<file path="src/rtl/data_fetch_if.sv">
// data_fetch_if: memory-side and channel-side handshake signals of the fetch stage.
interface data_fetch_if;
   logic [31:0] in_data;
   logic        in_rts;
   logic        in_rtr;
   logic [16:0] mem_ptr;
   logic [31:0] out_data;
   logic        r_rts, g_rts, b_rts;
   logic        r_rtr, g_rtr, b_rtr;
   modport master (
      input  in_data, in_rts, r_rtr, g_rtr, b_rtr,
      output in_rtr, mem_ptr, out_data, r_rts, g_rts, b_rts
   );
   modport slave (
      output in_data, in_rts, r_rtr, g_rtr, b_rtr,
      input  in_rtr, mem_ptr, out_data, r_rts, g_rts, b_rts
   );
endinterface

</file>
<file path="src/rtl/data_fetch_unit.sv">
// data_fetch_unit: sequential word fetch into a 2-entry FIFO, dealt round-robin to R/G/B consumers.
module data_fetch_unit #(
   parameter logic [16:0] ADDR_LAST = 17'h1FFFF
) (
   input  logic         clk,
   input  logic         rst_,
   input  logic         en,
   data_fetch_if.master bus
);
   typedef enum logic [2:0] {S_R = 3'b001, S_G = 3'b010, S_B = 3'b100} state_t;
   state_t      state, state_nxt;
   logic [31:0] q0, q1;
   logic [1:0]  rd_addr, wr_addr;
   logic [16:0] mem_ptr;
   logic        full, empty, in_xfc, out_xfc;
   // Pointers carry a wrap bit above the 1-bit index to tell full from empty.
   assign full     = (rd_addr[0] == wr_addr[0]) && (rd_addr[1] != wr_addr[1]);
   assign empty    = rd_addr == wr_addr;
   assign in_xfc   = bus.in_rts & bus.in_rtr;
   assign out_xfc  = (bus.r_rts & bus.r_rtr) | (bus.g_rts & bus.g_rtr) | (bus.b_rts & bus.b_rtr);
   assign bus.in_rtr   = !full;
   assign bus.mem_ptr  = mem_ptr;
   assign bus.out_data = rd_addr[0] ? q1 : q0;
   always_ff @(posedge clk) begin
      if (!rst_) begin
         mem_ptr <= '0;
         rd_addr <= '0;
         wr_addr <= '0;
         q0      <= '0;
         q1      <= '0;
      end else if (en) begin
         mem_ptr <= '0;
         rd_addr <= '0;
         wr_addr <= '0;
      end else begin
         if (in_xfc) begin
            if (wr_addr[0]) q1 <= bus.in_data;
            else q0 <= bus.in_data;
            wr_addr <= wr_addr + 2'd1;
            mem_ptr <= (mem_ptr == ADDR_LAST) ? 17'd0 : mem_ptr + 17'd1;
         end
         if (out_xfc) rd_addr <= rd_addr + 2'd1;
      end
   end
   always_ff @(posedge clk) begin
      if (!rst_ || en) state <= S_R;
      else state <= state_nxt;
   end
   always_comb begin
      state_nxt = !out_xfc ? state : (state == S_R) ? S_G : (state == S_G) ? S_B : S_R;
   end
   always_comb begin
      bus.r_rts = !empty && state == S_R;
      bus.g_rts = !empty && state == S_G;
      bus.b_rts = !empty && state == S_B;
   end
endmodule

</file>
<file path="src/flat_wrapper.sv">
// flat-port wrapper written by rule: the top's interface ports become plain ports
module data_fetch_unit_flat 
#(
   parameter logic [16:0] ADDR_LAST = 17'h1FFFF
)
  (clk, rst_, en, bus_in_data, bus_in_rts, bus_r_rtr, bus_g_rtr, bus_b_rtr, bus_in_rtr, bus_mem_ptr, bus_out_data, bus_r_rts, bus_g_rts, bus_b_rts);
  data_fetch_if bus_i ();
  input  logic clk;
  input  logic rst_;
  input  logic en;
  input wire logic [$bits(bus_i.in_data)-1:0] bus_in_data;
  input wire logic [$bits(bus_i.in_rts)-1:0] bus_in_rts;
  input wire logic [$bits(bus_i.r_rtr)-1:0] bus_r_rtr;
  input wire logic [$bits(bus_i.g_rtr)-1:0] bus_g_rtr;
  input wire logic [$bits(bus_i.b_rtr)-1:0] bus_b_rtr;
  output wire logic [$bits(bus_i.in_rtr)-1:0] bus_in_rtr;
  output wire logic [$bits(bus_i.mem_ptr)-1:0] bus_mem_ptr;
  output wire logic [$bits(bus_i.out_data)-1:0] bus_out_data;
  output wire logic [$bits(bus_i.r_rts)-1:0] bus_r_rts;
  output wire logic [$bits(bus_i.g_rts)-1:0] bus_g_rts;
  output wire logic [$bits(bus_i.b_rts)-1:0] bus_b_rts;
  assign bus_i.in_data = bus_in_data;
  assign bus_i.in_rts = bus_in_rts;
  assign bus_i.r_rtr = bus_r_rtr;
  assign bus_i.g_rtr = bus_g_rtr;
  assign bus_i.b_rtr = bus_b_rtr;
  assign bus_in_rtr = bus_i.in_rtr;
  assign bus_mem_ptr = bus_i.mem_ptr;
  assign bus_out_data = bus_i.out_data;
  assign bus_r_rts = bus_i.r_rts;
  assign bus_g_rts = bus_i.g_rts;
  assign bus_b_rts = bus_i.b_rts;
  data_fetch_unit #(.ADDR_LAST(ADDR_LAST)) u_core (.clk(clk), .rst_(rst_), .en(en), .bus(bus_i));
endmodule
</file>
<file path="config.mk">
export PLATFORM = sky130hd
export DESIGN_NAME = data_fetch_unit_flat
export DESIGN_NICKNAME = d
export VERILOG_FILES = /design/src/rtl/data_fetch_if.sv /design/src/rtl/data_fetch_unit.sv /design/src/flat_wrapper.sv
export SDC_FILE = /design/constraint.sdc
export NUM_CORES = 1
export LEC_CHECK = 0
export ABC_AREA = 1
export CAP_MARGIN = 25
export CORE_MARGIN = 5
export CORE_UTILIZATION = 54
export DETAILED_ROUTE_END_ITERATION = 8
export GPL_TIMING_DRIVEN = 0
export PLACE_DENSITY = 0.86
export SYNTH_ARGS = -nofsm -noshare
export SYNTH_HDL_FRONTEND = slang
export SYNTH_SLANG_ARGS = --single-unit
</file>
<file path="constraint.sdc">
create_clock -name clk -period 3.08 [get_ports clk]
set_clock_uncertainty 0.05 [all_clocks]
set_input_delay 0.616 -clock clk [delete_from_list [all_inputs] [get_ports clk]]
set_output_delay 0.616 -clock clk [all_outputs]
set_load 0.05 [all_outputs]
</file>
==> impl_metrics.toml <==
[synth]
syn_area_per_cell_um2 = 6.69
ys_warn_count = 0
mappedNetlistNets = 655
yosys.area.top_type = "dfxtp_1"
yosysTopAreaCellShare_pct = 43.0
syn_area_mm2 = 0.00410
async_reset_ff_share_pct = 0
synth.ff_latch_count = 88
syn_inst = 613
synth_edf_count = 0
synth_area_leaders = "dfxtp_1 (43%), nand2_1 (15%), nor2_1 (8.8%)"
synth.distinct_cells = 28
synth_sequential_area_ratio_pct = 43.0
yosysMostFrequentCell = "nand2_1"
synth_top_cells_by_count = "nand2_1 (169), nor2_1 (96), dfxtp_1 (88), inv_1 (60), nand3_1 (49)"
ys_dominant_reg_cell = "dfxtp_1"

[grt]
top_usage_layer = "met2"
antenna_found_initial = 0
use_met2_pct = 42.3
grt_usage_pct = 23.8
grt_max_degree = 14
grtUsageMet3_pct = 3.88
grt_pass1_wl_um = 19000
grt_pass1_vias = 4173
grt_overflow = 0
grt_util_met1_pct = 28.4

[detailed_routing]
routed_wl_um = 11400
drtIter0Drc = 303
drc = 0
vias = 4337
routedWlPerCell_um = 14.0
dr.pass1.iters = 5
viasPerCell = 5.31
antenna_left = 0

[clock_network]
hold_buffers = 0
cts_buffer_depth = 2
cts_buffers = 9
cts_root_buf = "clkbuf_8"
clk_pin_slew_ns = 0.08
worstSkewPairLatency_ns = 0.35
cts_tree = "yes"
post_cts_buffers = 0
cts_htree_levels = 3
cts.sinks = 88

[sta]
max_slew_margin_pct = 63.1
final.min_clock_period_ns = 3.00
worst_hold_slack_ns = 0.414
report.final.hold_viol_count = 0
setup_viol = 0
grt_setup_unrepaired = "false"
tightestPinTransition_ns = 0.554
slew_violations = 0
max_freq_ghz = 0.334
min_period_over_period_pct = 97.3
timing.setup.tns_ns = 0

[run]
drv_cap = 0

[finish]
drive_gt1_share_pct = 5.99
num_antenna_cells = 0
fin_nets = 756
syn_to_final_growth_pct = 29.9

[floorplanning]
ioPinCount = 92
die_w_um = 97.2
rows = 31
die-area_mm2 = 0.00944
core_mm2 = 0.00733
start_util_pct = 55.9
die_h_um = 97.2

[placed_design]
port_buffers = 90
place_hpwl_um = 8120
finalWeightedCongestion = 0.932

[setup_path]
arrival_ns = 2.33
worstSetupPathType = "reg -> out"
rrSetupSlack_ns = 0.66
crit_path_max_fanout = 10
critPathLaunchType = "register"
cp.required_ns = 2.41
crit_path_end_kind = "output port"

[status]
status = "finished clean"

[pwr]
p_leak_nw = 2.29
report.power.total_mw = 2.57
powerDensity_mw_per_mm2 = 482
ir_drop_mv = 0.331

[hold_path]
hold_class = "reg -> reg"
-- final timing paths --
| check | end | startpoint | cells after the start |
|---|---|---|---|
| worst max-delay path | bus_out_data[17] | u_core.rd_addr[0]$_SDFFE_PP0P_ | 5 |
| worst min-delay path | u_core.q1[30]$_SDFFE_PN0P_ | u_core.q1[30]$_SDFFE_PN0P_ | 2 |
| worst max register to register | u_core.bus.mem_ptr[9]$_SDFFE_PP0P_ | u_core.bus.mem_ptr[0]$_SDFFE_PP0P_ | 12 |
| worst min register to register | u_core.q1[30]$_SDFFE_PN0P_ | u_core.q1[30]$_SDFFE_PN0P_ | 2 |
-- per-stage QoR --
stage / setup WS (ns) / instances / instance area, µm² / utilization (%)
6_report: 0.0847 / 817 / 5330 / 72.7
5_1_grt: 0.0213 / 817 / 5330 / 72.7
4_1_cts: 0.00191 / 817 / 5330 / 72.7
3_5_place_dp: 0.0776 / 802 / 5130 / 69.9
3_3_place_gp: 0.142 / 802 / 5130 / 69.9
2_1_floorplan: 0.238 / 613 / 4100 / -
-- area by class of cell --
cell class,instances,area (µm²)
buffer,31,190
clock buffer,12,145
clock inverter,3,90.1
fill,620,2000
inverter,64,243
multi-input combinational,430,1910
sequential,88,1760
tap,99,124
timing repair buffer,90,863
-- repair_timing --
item	4_1_cts	5_1_grt
cloned	0	0
setup endpoints to repair	32	19
resized for setup	39	4
-- flip-flops by register name (all words and copies together) (netlist names) --
name	flops
u_core.rd_addr	2
u_core.bus.mem_ptr	17
u_core.state	3
u_core.q0	32
u_core.q1	32
u_core.wr_addr	2
-- cell families (layout without fill, tap and decap cells) --
logic type	Yosys count	in the layout	synth area share [%]
and+or+nand+nor	337	337	34.2
buffers and inverters	95	200	10.4
AOI/OAI and AO/OA	89	89	11.3
DFF	88	88	43.0
adders and majority gates	3	3	0.915
xor gates and xnor gates	1	1	0.214
-- metal layers --
metal,vias up,part of all wire [%]
met2,175,49
met3,32,6.0
met1,1998,42
met4,0,2.4
met5,-,0
li1,2132,-
-- worst max-delay path, stage by stage, from the launching register on --
cell           delay [ns]
dfxtp_1              0.45
clkbuf_1             0.42
clkbuf_2             0.34
nand2_1              0.08
o21ai_0              0.13
dlygate4sd2_1        0.57
-- cells in the final DEF (no fill, tap or decap), drive strengths merged, types with 8 or more instances in the layout --
cell | synthesis | layout
dlygate4sd2 | 0 | 30
nor3 | 8 | 8
a21oi | 45 | 45
nor2 | 97 | 97
nand3 | 50 | 50
o21ai | 41 | 41
nand2 | 173 | 173
clkdlybuf4s50 | 0 | 58
buf | 15 | 15
inv | 63 | 63
dfxtp | 88 | 88
clkbuf | 16 | 28
-- power breakdown --
part	switching (mW)	total, mW	internal (mW)
Combinational	0.287	0.422	0.134
Clock	0.400	0.958	0.558
Sequential	0.0148	1.19	1.18
Total	0.702	2.57	1.87
Note: power is estimated with default switching activity, not from simulation.
